--- config.mk ---
export PLATFORM = sky130hd
export DESIGN_NAME = ber_monitor
export DESIGN_NICKNAME = d
export VERILOG_FILES = /design/src/rtl/ber_monitor.sv
export SDC_FILE = /design/constraint.sdc
export NUM_CORES = 1
export LEC_CHECK = 0
export BUFFER_PORTS_ARGS = -buffer_cell sky130_fd_sc_hd__buf_2
export CELL_PAD_IN_SITES_DETAIL_PLACEMENT = 0
export CELL_PAD_IN_SITES_GLOBAL_PLACEMENT = 2
export CORE_AREA = 8 8 193 195
export DETAILED_ROUTE_END_ITERATION = 16
export DIE_AREA = 0 0 201 203
export PLACE_DENSITY = 0.89
export SLEW_MARGIN = 20
export SYNTH_ARGS = -nofsm -noshare
export SYNTH_HDL_FRONTEND = slang
export SYNTH_SLANG_ARGS = --single-unit
--- constraint.sdc ---
create_clock -name i_clk -period 5 [get_ports i_clk]
set_input_delay 0.5 -clock i_clk [delete_from_list [all_inputs] [get_ports i_clk]]
set_output_delay 0.5 -clock i_clk [all_outputs]
set_load 0.02 [all_outputs]
--- src/rtl/ber_monitor.sv ---
// ber_monitor: bit-error-rate checker comparing queued reference words against decoded words.
// Latency: counters/flags update on the edge after a compare; DONE/PASS one edge after window end or STOP.
// Backpressure: o_tx_ready drops when the reference FIFO is full or outside RUN; RX side has none.
//
// Ports:
//   i_clk, i_reset         rising-edge clock, synchronous active-high reset
//   i_start, i_stop        1-cycle pulses: clear+start measurement / end measurement (RUN only)
//   i_tx_data/i_tx_valid   reference word stream, o_tx_ready accepts (push = valid & ready)
//   i_rx_data/i_rx_valid   decoded word stream under test, compared against the FIFO head
//   i_chan_err_valid       one injected channel error this cycle
//   o_*_count              saturating statistics counters for the current measurement
//   o_busy, o_done         state == RUN / state == DONE
//   o_pass                 result, valid while o_done
//   o_underrun             sticky: RX beat arrived while the FIFO was empty
module ber_monitor #(
   parameter int DATA_W       = 1,
   parameter int DEPTH        = 64,
   parameter int CNT_W        = 32,
   parameter int WINDOW_WORDS = 0,
   parameter int ERR_THRESH   = 0
) (
   input  logic              i_clk,
   input  logic              i_reset,
   input  logic              i_start,
   input  logic              i_stop,
   input  logic [DATA_W-1:0] i_tx_data,
   input  logic              i_tx_valid,
   output logic              o_tx_ready,
   input  logic [DATA_W-1:0] i_rx_data,
   input  logic              i_rx_valid,
   input  logic              i_chan_err_valid,
   output logic [CNT_W-1:0]  o_tx_count,
   output logic [CNT_W-1:0]  o_rx_count,
   output logic [CNT_W-1:0]  o_bit_err_count,
   output logic [CNT_W-1:0]  o_word_err_count,
   output logic [CNT_W-1:0]  o_chan_err_count,
   output logic              o_busy,
   output logic              o_done,
   output logic              o_pass,
   output logic              o_underrun
);

   localparam int AW    = $clog2(DEPTH);
   localparam int PC_W  = $clog2(DATA_W + 1);
   localparam int SUM_W = ((CNT_W > PC_W) ? CNT_W : PC_W) + 1;
   localparam logic [CNT_W-1:0] CNT_MAX = '1;

   typedef enum logic [1:0] {S_IDLE, S_RUN, S_DONE} state_t;

   state_t              r_state;
   state_t              w_state_nxt;
   logic [DATA_W-1:0]   r_mem [DEPTH];
   logic [AW:0]         r_wr_ptr;
   logic [AW:0]         r_rd_ptr;
   logic [CNT_W-1:0]    r_tx_cnt;
   logic [CNT_W-1:0]    r_rx_cnt;
   logic [CNT_W-1:0]    r_bit_err;
   logic [CNT_W-1:0]    r_word_err;
   logic [CNT_W-1:0]    r_chan_err;
   logic                r_pass;
   logic                r_underrun;

   logic                w_run;
   logic                w_empty;
   logic                w_full;
   logic                w_push;
   logic                w_pop;
   logic [DATA_W-1:0]   w_diff;
   logic [PC_W-1:0]     w_popcnt;
   logic [SUM_W-1:0]    w_bit_sum;
   logic [CNT_W-1:0]    w_bit_err_nxt;
   logic [CNT_W-1:0]    w_rx_nxt;
   logic                w_win_hit;
   logic                w_enter_done;
   logic                w_pass_nxt;

   function automatic logic [CNT_W-1:0] sat_inc(input logic [CNT_W-1:0] v);
      return (v == CNT_MAX) ? v : v + CNT_W'(1);
   endfunction

   // Pointers carry one extra wrap bit so full and empty are distinguishable.
   assign w_run   = (r_state == S_RUN);
   assign w_empty = (r_wr_ptr == r_rd_ptr);
   assign w_full  = (r_wr_ptr[AW] != r_rd_ptr[AW]) && (r_wr_ptr[AW-1:0] == r_rd_ptr[AW-1:0]);
   assign w_push  = w_run & i_tx_valid & ~w_full;
   // Pop decision uses pre-push occupancy: a word written this cycle is never compared this cycle.
   assign w_pop   = w_run & i_rx_valid & ~w_empty;
   assign w_diff  = i_rx_data ^ r_mem[r_rd_ptr[AW-1:0]];

   always_comb begin
      w_popcnt = '0;
      for (int i = 0; i < DATA_W; i++) begin
         w_popcnt = w_popcnt + PC_W'(w_diff[i]);
      end
   end

   assign w_bit_sum     = SUM_W'(r_bit_err) + SUM_W'(w_popcnt);
   assign w_bit_err_nxt = (w_bit_sum > SUM_W'(CNT_MAX)) ? CNT_MAX : w_bit_sum[CNT_W-1:0];
   assign w_rx_nxt      = sat_inc(r_rx_cnt);
   assign w_win_hit     = (WINDOW_WORDS != 0) && w_pop && (w_rx_nxt == CNT_W'(WINDOW_WORDS));

   // PASS must see the final beat's contribution, so evaluate on post-update values.
   assign w_pass_nxt = ((w_pop ? w_bit_err_nxt : r_bit_err) <= CNT_W'(ERR_THRESH)) &&
                       !(r_underrun || (i_rx_valid && w_empty));

   always_comb begin
      w_state_nxt = r_state;
      unique case (r_state)
         S_IDLE:  if (i_start) w_state_nxt = S_RUN;
         S_RUN:   if (i_start) w_state_nxt = S_RUN;
                  else if (i_stop || w_win_hit) w_state_nxt = S_DONE;
         S_DONE:  if (i_start) w_state_nxt = S_RUN;
         default: w_state_nxt = S_IDLE;
      endcase
   end

   assign w_enter_done = w_run && (w_state_nxt == S_DONE);

   always_ff @(posedge i_clk) begin
      if (i_reset) begin
         r_state <= S_IDLE;
      end else begin
         r_state <= w_state_nxt;
      end
   end

   always_ff @(posedge i_clk) begin
      if (i_reset || i_start) begin
         r_wr_ptr   <= '0;
         r_rd_ptr   <= '0;
         r_tx_cnt   <= '0;
         r_rx_cnt   <= '0;
         r_bit_err  <= '0;
         r_word_err <= '0;
         r_chan_err <= '0;
         r_pass     <= 1'b0;
         r_underrun <= 1'b0;
      end else if (w_run) begin
         if (w_push) begin
            r_wr_ptr <= r_wr_ptr + (AW+1)'(1);
            r_tx_cnt <= sat_inc(r_tx_cnt);
         end
         if (w_pop) begin
            r_rd_ptr  <= r_rd_ptr + (AW+1)'(1);
            r_rx_cnt  <= w_rx_nxt;
            r_bit_err <= w_bit_err_nxt;
            if (w_popcnt != '0) r_word_err <= sat_inc(r_word_err);
         end
         if (i_rx_valid && w_empty) r_underrun <= 1'b1;
         if (i_chan_err_valid)      r_chan_err <= sat_inc(r_chan_err);
         if (w_enter_done)          r_pass     <= w_pass_nxt;
      end
   end

   // Storage needs no reset; pointers define what is valid.
   always_ff @(posedge i_clk) begin
      if (w_push) r_mem[r_wr_ptr[AW-1:0]] <= i_tx_data;
   end

   assign o_tx_ready       = w_run & ~w_full;
   assign o_tx_count       = r_tx_cnt;
   assign o_rx_count       = r_rx_cnt;
   assign o_bit_err_count  = r_bit_err;
   assign o_word_err_count = r_word_err;
   assign o_chan_err_count = r_chan_err;
   assign o_busy           = (r_state == S_RUN);
   assign o_done           = (r_state == S_DONE);
   assign o_pass           = r_pass;
   assign o_underrun       = r_underrun;

endmodule

## Yosys cells after proc, flatten, opt, wreduce, memory -nomap -nowiden

Memories as Yosys holds them, arrays and structs flattened. A register that Yosys moved wholly into a read port is not among the register bits.
Cells that the tools add are included.

- Register bits after elaboration: 178
- Memories kept: 1
- Bits of input ports: 9
- Logic and storage cells: 69
- Output and inout bits: 165
- Bits in writable memories: 64

Memories:

| name | words | bits a word | read ports | clocked after Yosys merged registers in | wr ports | RTL line | RTL |
|---|---|---|---|---|---|---|---|
| r_mem | 64 | 1 | 1 | 1 | 1 | 52 | `logic [DATA_W-1:0] r_mem [DEPTH];` |

- Mux-type cells: 10
- Reductions and logical operators: 17
- $lt $le $gt $ge: 2
- Bitwise operators: 12
- Equal/unequal tests: 10
- Add/sub/neg operators: 7

Operators with widths:

| operator | count |
|---|---|
| $add 32x1->32 const B | 4 |
| $eq 32x32->1 const B | 4 |
| $mux 32 | 2 |
| $add 32x1->33 | 1 |
| $gt 33x32->1 const B | 1 |
| $le 32x1->1 const B | 1 |
| $add 7x1->7 const B | 2 |
| $mux 6 | 2 |
| $reduce_and 3->1 | 3 |
| $reduce_and 2->1 | 4 |
| $eq 7x7->1 | 1 |
| $eq 6x6->1 | 1 |
| $mux 2 | 3 |
| $not 1->1 | 6 |
| $and 1x1->1 | 5 |
| $eq 2x2->1 const B | 2 |
| $logic_and 1x1->1 | 4 |
| $pmux 2 s2 | 1 |
| $reduce_and 4->1 | 1 |
| $eq 2x1->1 const B | 1 |
| $logic_not 2->1 | 1 |
| $logic_or 1x1->1 | 2 |
| $mux 1 | 2 |
| $reduce_or 2->1 | 1 |
| other kinds (3) | 3 |

## Depth between registers and ports, before layout

Gate-level depths: netlist (run 1).

- Word-level depth: 7
- Depth in mapped cells: 21
- Depth with buffers taken out: 16

## Worst setup path before layout (run 1)

Ideal clock, no wire load.

- Path type: flip-flop to flip-flop
- Start: register (tool-made name)
- End: register r_pass (netlist: o_pass)
- Cell stages (with the launch flop): 22
- Path slack: 0.640 ns
- Data required time: 4.913 ns
- Data arrival time: 4.273 ns
- Buffers on the path: 5
- Library setup time: 0.087 ns
- Period minus slack after synthesis: 4.360 ns
- Cells stage by stage: dfxtp_1 buf_4 buf_8 mux4_1 mux2i_1 mux4_2 mux2i_1 xnor2_1 buf_2 inv_1 ha_1 ha_1 and3_1 clkbuf_1 nand4_1 or3_1 clkbuf_1 nand2_1 o21a_1 a2111oi_0 nand4_1 o31ai_1

RTL lines:

| element | RTL line | RTL |
|---|---|---|
| to (signal assigned) | 151 | `if (w_enter_done) r_pass <= w_pass_nxt;` |
| to (decl) | 60 | `logic r_pass;` |

==> reports/results.txt, run 1 <==
Cells taking the most area after synthesis: dfxtp_1, edfxtp_1, nor2_1
Tightest hold margin: 0.1714 ns
Final standard cell utilization of the core: 0.4146
Element type at the critical path start: flop
CP arrival: 5.05 ns
Fill count: 3435
Maximum root-to-sink buffer count: 3
Master of the slowest instance on the critical path: mux4_1
Post-route fraction of the period consumed by the critical path: 0.9182
Clock latency on the worst-skew pair: 0.54 ns
Slowest cell delay on critical path: 0.56 ns
I/O pin cnt: 174
Flops & latches, synth: 248
Root Buffer Master: clkbuf_16
Number of clock buffers inserted by TritonCTS: 29
Area share of the largest cell type after synthesis: 0.3109
Critical Path End: o_pass
Vias after detailed routing: 10020
Number of global-route vias before repair: 9694
Maximum ir drop on the vdd rail: 0.2382 mV
Most used routing layer in global routing: met2
DR pass1 iterations: 4
Setup total negative slack: 0 ns
Number of H-tree levels: 1
Clock Sink Count: 248
Critical Path Sink Type: flop
Total Die Area: 0.04080 mm²
Net count of the mapped netlist: 1300
Pin count of the biggest net entering global routing: 94
Die Height: 203 µm
Maximum clock rate: 217.8 MHz
Post-CTS Setup Repair Bufs: 0
Met2 track demand over resource in global routing: 0.2502
Register-to-register setup slack: 0.41 ns
Leakage component of the power: 0.004908 µW
Part of the power in the clock network: 0.499
Final critical path time including I/O delays and setup: 4.591 ns
Normalized max-slew margin: 0.3064
Routed length per placed instance: 16.99 µm
Most area-hungry cell type in the Yosys netlist: dfxtp_1
Total wire length after detailed routing: 32510 µm
Power per standard cell area: 301.9 mW/mm²
Unrepaired setup endpoints after global routing: false
Netlist Area Pre-Place: 0.01185 mm²
Share of flip-flops with an asynchronous set or reset: 0
Cell count of the worst reg-to-reg path: 18
Highest net fanout along the worst path: 16
First-pass GRT wire length: 53210 µm
Ys flop type: dfxtp_1
Initial antenna violation count: 1
Cell Chain, Critical Path: buf_12, mux4_1, mux2i_1, mux4_2, mux2i_1, xnor2_2, inv_1, ha_1, ha_1, and3_1, nand4_1, nor3_2, buf_4, nor3_1, nand2_1, a2111oi_1, nand4_1, o31ai_1
Number of warning messages in the yosys log: 0
Total number of nets in the final design: 1453
Residual DRC count: 0
Total internal power: 3376 µW
Starting density of the core: 0.3473
Seq/Total Area, Yosys: 0.4731
Slew at the pin closest to its max-slew limit: 1.032 ns
Maximum clock skew at final layout: 0.01800 ns
Clock-pin slew on the worst setup and hold paths: 0.06 ns
Routing usage on met1: 0.2041
Count of pins over their slew limit: 0
Area growth syn-to-layout: 19.38%
Avg Synthesized Cell Area: 9.234 µm²
Total of max-cap violations: 0
Met3 usage in global routing: 0.03459
Share of power burned in combinational logic: 0.018
Routability-driven placement congestion ratio: 0.8721
Number of hold-slack violations in the final timing report: 0
Final setup fails: 0
Number of antenna diodes: 0
Worst setup path class: flop to flop
Distinct cell type count after synthesis: 62
Status: finished, final reports clean
Grt ovf: 0
Number of violations reported at the end of detailed-routing iteration 0: 565
Worst flop-to-flop path endpoint: o_pass
Row count: 68
Clock tree from TritonCTS: done
Share of cells above drive strength 1: 0.1900
All-Layer GR Usage: 0.1536
Count of flip-flops with a built-in enable after synthesis: 64
Number of routed nets with antenna violations: 0
Switch share: 0.2094
Count of mapped cells out of synthesis: 1283
Critical path required time: 5.45 ns
Switching power total: 894.2 µW
Vias per cell: 5.236
Core outline area: 0.03412 mm²
Power share of the sequential group: 0.483
HP Class: primary input to flop
Number of I/O port buffers: 173
Post-detail-place hpwl: 23130 µm
X dimension of the die: 201 µm
==> final cells by class <==
class | count | area, µm² | area share
Multi-Input combinational cell | 942 | 5891 | 0.4165
Sequential cell | 248 | 5605 | 0.3963
Timing Repair Buffer | 192 | 1021 | 0.07219
Clock buffer | 38 | 820.8 | 0.05803
Tap cell | 455 | 569.3 | 0.04025
Clock inverter | 15 | 150.1 | 0.01062
Inverter | 23 | 86.33 | 0.006104
==> flip-flops by register name, indices dropped and copies added, names as in the netlist, named ones only <==
| name | cells |
|---|---|
| o_bit_err_count | 32 |
| o_chan_err_count | 32 |
| o_pass | 1 |
| o_rx_count | 32 |
| o_tx_count | 32 |
| o_underrun | 1 |
| o_word_err_count | 32 |
| r_mem | 64 |
| r_rd_ptr | 7 |
| r_state | 2 |
| r_wr_ptr | 7 |
==> layout by cell type (no fill, tap or decap), drive strengths merged, types with 15 or more instances in the layout <==
cell and instances:
or3 36, nand3 78, nor2 228, and3 23, dfxtp 184, edfxtp 64, xnor2 62, nor3 42
a21oi 55, o21ai 39, mux2i 15, inv 24, and2 17, nand2 79, nand4 44, nor4 23
xor2 59, buf 192, and4 23, clkbuf 38, mux4 18
==> what timing repair did <==
| item | 4_1_cts | 5_1_grt |
|---|---|---|
| setup endpoints to repair | 0 | 1 |
| hold buffers | 0 | 0 |
| resized for setup | 0 | 2 |
==> power groups by stage <==
| stage | logic, µW | clock network, µW | registers [µW] |
|---|---|---|---|
| floorplan | 48.2 | 0 | 2100 |
| CTS | 78.5 | 2190 | 2060 |
| global route | 85.5 | 2260 | 2060 |
| finish | 76.5 | 2130 | 2060 |
| detailed placement | 78.3 | 0 | 2110 |
| global placement | 78.4 | 0 | 2110 |
==> worst min path at each step <==
stage,slack (ns),to,depth (start not counted),startpoint
after floorplan,0.43,r_state[0],1,r_state[1]
after global placement,0.44,r_state[0],1,r_state[1]
after detailed placement,0.45,r_state[0],1,r_state[1]
after CTS,0.14,r_state[0],2,i_reset
after global routing,0.16,r_state[0],2,i_reset
final,0.17,r_state[0],2,i_reset
==> through the flow <==
step	setup slack (ns)	power, µW	std cells	area (µm²)
2_1_floorplan	0.6405	2153	1283	11850
3_3_place_gp	0.4139	2183	1860	13170
3_5_place_dp	0.2944	2183	1860	13170
4_1_cts	0.2775	4332	1913	14140
5_1_grt	0.02336	4402	1913	14140
6_report	0.4091	4270	1913	14140
==> critical path: cells and delay by family, from the launching register on <==
family | cells | cell delay, ns
simple gates | 6 | 1.19
mux | 4 | 1.13
compound gates | 2 | 0.70
fa+ha+maj | 2 | 0.49
buf+inv | 3 | 0.46
flops | 1 | 0.36
xor+xnor | 1 | 0.17
==> kinds of logic after synthesis <==
group / synth area share
compound gates: 0.08142
buf+inv: 0.03231
flops: 0.4731
simple gates: 0.2652
fa+ha+maj: 0.008449
mux: 0.05006
xor+xnor: 0.08945
==> synth_stat cells (3+ instances only) <==
cell        n
nor4_2     10
and3_1     23
a311oi_1    3
nand4b_1    3
mux4_1      4
a211oi_1   11
o31ai_1     8
ha_1        8
a31o_2      3
nand3b_1    5
or4_1       5
nor2b_1     3
or3_1      36
and4_1     23
o21ai_0    38
nor4_1     13
nand4_1    44
edfxtp_1   64
inv_1      23
nand2_1    79
buf_1       8
nor3b_1     4
xnor2_1    62
a41oi_1     4
xor2_1     59
dfxtp_1   184
a21oi_1    55
a31oi_1     6
or2_2       5
clkbuf_1   52
buf_2       5
mux2i_1    15
mux4_2     14
nor3_1     42
nor2_1    228
o41ai_1     3
and2_1     17
nand3_1    78
==> layer usage <==
metal  part of all wire  vias to the layer above
li1                   -                     4909
met5            0.00031                        -
met1               0.46                     4804
met2               0.46                      253
met3              0.060                       49
met4              0.021                        2
(Power assumes the default switching activity.)
==> inputs of run 2 (changes only) <==
CORE_AREA = 8 8 149 255   (was 8 8 193 195)
DIE_AREA = 0 0 157 263   (was 0 0 201 203)
GPL_TIMING_DRIVEN = 0   (was not set)
PLACE_DENSITY = 0.88   (was 0.89)
==> run 2 against run 1 <==
  * Cell area up 1.2%
  * Fmax down 3.9%
  * Sequential power about the same
  * Sequential share of layout area down 0.49 points
  * Non-clock buffer count up 57
  * Total power down 4.4%
  * Wire length up 14%
  * Combinational power up 23%
  * Critical path depth up 2
  * Utilization up 0.24 points
  * Highest routed layer is now met4
==> reports/results.txt, run 2 (synthesis gave the netlist of run 1 again) <==
Placed instance count: 1916 (+3.0%)
Number of global-route vias before repair: 10040 (+3.6%)
Row count: 90 (+32%)
Clock latency on the worst-skew pair: 0.54 ns (about the same)
Fill count: 3410 (-0.73%)
Highest net fanout along the worst path: 10 (-6)
Slew at the pin closest to its max-slew limit: 1.019 ns (-0.01349 ns)
Area growth syn-to-layout: 20.87%
Share of power burned in combinational logic: 0.023 (+0.005)
DR pass1 iterations: 5 (+1)
WHS Path Cells: 2 (unchanged)
Total of max-cap violations: 0 (unchanged)
Critical Path Sink Type: flop
Worst setup path class: flop to flop
Final standard cell utilization of the core: 0.4169 (+0.002388)
Root Buffer Master: clkbuf_16
Switch share: 0.2152 (+0.005848)
Leading cell type in the layout, fill and taps excluded: nor2_1
Family of cells with the greatest summed delay on the critical path: multiplexers
Clock-pin slew on the worst setup and hold paths: 0.07 ns (about the same)
Element type at the critical path start: flop
HP Class: primary input to flop
Setup total negative slack: 0 ns (unchanged)
Vias per cell: 5.221 (-0.30%)
Max FFs per register: 64 (unchanged)
Clock tree from TritonCTS: done
Leading cell types in the layout, fill and taps excluded: nor2_1, dfxtp_1, buf_2, nand2_1, nand3_1
Routability-driven placement congestion ratio: 0.9000 (+3.2%)
Starting density of the core: 0.3450 (-0.002302)
Pin count of the biggest net entering global routing: 65 (-31%)
Slowest cell delay on critical path: 0.51 ns (-0.05 ns)
Power per standard cell area: 285.2 mW/mm² (-5.5%)
Number of I/O port buffers: 173 (unchanged)
Final critical path time including I/O delays and setup: 4.779 ns (+0.1880 ns)
I/O pin cnt: 174 (unchanged)
Total Die Area: 0.04129 mm² (+1.2%)
Status: finished, final reports clean
Vias after detailed routing: 10260 (+2.5%)
Total number of nets in the final design: 1505 (+3.6%)
Maximum clock skew at final layout: 0.01527 ns (-0.002732 ns)
First-pass GRT wire length: 56990 µm (+7.1%)
Area taken by multi-input logic gates: 0.005995 mm² (+1.8%)
Count of pins over their slew limit: 0 (unchanged)
Power share of the sequential group: 0.504 (+0.021)
Die Height: 263 µm (+30%)
Cell repeated most along the worst path: buf_4
Tightest hold margin: 0.1615 ns (-0.009936 ns)
Switching power total: 879.1 µW (-1.7%)
Routed length per placed instance: 18.86 µm (+11%)
Worst Path Buf+Inv: 5 (+2)
Number of violations reported at the end of detailed-routing iteration 0: 436 (-23%)
Normalized max-slew margin: 0.3145 (+0.008022)
Core outline area: 0.03435 mm² (+0.67%)
Cell Chain, Critical Path: clkbuf_2, buf_4, mux4_2, mux2i_1, mux4_2, mux2i_1, xnor2_1, buf_4, inv_1, ha_1, ha_2, and3_2, nand4_1, buf_4, or3_4, nand2_2, o21a_4, a2111oi_4, nand4_1, o31ai_1
Area of all placed cells without fillers: 0.01432 mm² (+1.2%)
Critical path required time: 5.45 ns (about the same)
Post-CTS Hold Fix Bufs: 0 (unchanged)
Post-route non-filler standard cell count: 1966 (+2.8%)
Maximum ir drop on the vdd rail: 0.1686 mV (-29%)
Total internal power: 3205 µW (-5.1%)
Post-route fraction of the period consumed by the critical path: 0.9558 (+0.03760)
Maximum clock rate: 209.3 MHz (-3.9%)
Number of hold-slack violations in the final timing report: 0 (unchanged)
Number of clock buffers inserted by TritonCTS: 24 (-17%)
Initial antenna violation count: 0 (-1)
Number of antenna diodes: 0 (unchanged)
Share of cells above drive strength 1: 0.1906 (+0.0005848)
Clock Sink Count: 248 (unchanged)
Post-detail-place hpwl: 27710 µm (+20%)
Maximum root-to-sink buffer count: 3 (unchanged)
Leakage component of the power: 0.004945 µW (+0.76%)
Residual DRC count: 0 (unchanged)
Total wire length after detailed routing: 37070 µm (+14%)
Part of the power in the clock network: 0.473 (-0.026)
Number of routed nets with antenna violations: 0 (unchanged)
CP arrival: 5.23 ns (+0.18 ns)
Number of logic stages on the critical path including buffering: 20 (+2)
Cell count of the worst reg-to-reg path: 20 (+2)
Master of the slowest instance on the critical path: mux4_2
All-Layer GR Usage: 0.1750 (+0.02147)
X dimension of the die: 157 µm (-22%)
Number of H-tree levels: 1 (unchanged)
Final setup fails: 0 (unchanged)
Combined flip-flop and latch cell area: 0.005605 mm² (unchanged)
Placed cell area: 0.01329 mm² (+0.93%)
Grt ovf: 0 (unchanged)
Unrepaired setup endpoints after global routing: false
==> run 2: cell types whose count changed in the layout (fill, tap and decap cells not counted), moves of 5 or more <==
cell	before	now
buf_4	18	10
clkbuf_16	30	25
buf_1	0	8
clkbuf_1	4	54
==> run 2: per-stage QoR <==
stage	worst slack, ns	total power [µW]
after floorplan	0.6405	2153
after CTS	0.003193	4143
after global placement	-1.121	2197
after detailed placement	-1.112	2198
after global routing	0.01703	4213
final	0.2211	4085
==> run 2: cell type report <==
type	instances	area share
multi-input combinational	942	0.4186
sequential	248	0.3914
timing repair buffer	181	0.06448
clock buffer	33	0.04858
tap	460	0.04019
buffer	68	0.02158
clock inverter	11	0.009087
inverter	23	0.006029
==> run 2: worst paths after layout <==
path	start	endpoint	slack [ns]
setup / recovery	flop	o_pass	0.22
hold / removal	i_reset	r_state[0]	0.16
setup reg to reg	flop	o_pass	0.22
hold reg to reg	r_state[1]	r_state[0]	0.47
==> run 2: power by group through the flow <==
stage               logic, µW  clock network, µW  registers, µW
finish                   94.1               1930           2060
global route              103               2050           2060
CTS                      95.6               1990           2060
detailed placement       93.8                  0           2100
global placement         93.1                  0           2100
floorplan                48.2                  0           2100
==> run 2: routing by layer <==
layer  global-route usage  share of wire  up-vias
li1                     -              -     5011
met1               0.1746           0.35     4926
met2               0.3384           0.55      234
met3              0.02428          0.047       93
met4              0.09079          0.050        0
met5                    0              0        -
==> run 2: timing repair <==
action                     in CTS  in global routing
pin swaps                       7                  5
setup buffers                   4                  3
cloned                          0                  1
gates resized for setup        26                  8
setup endpoints to repair      26                  1
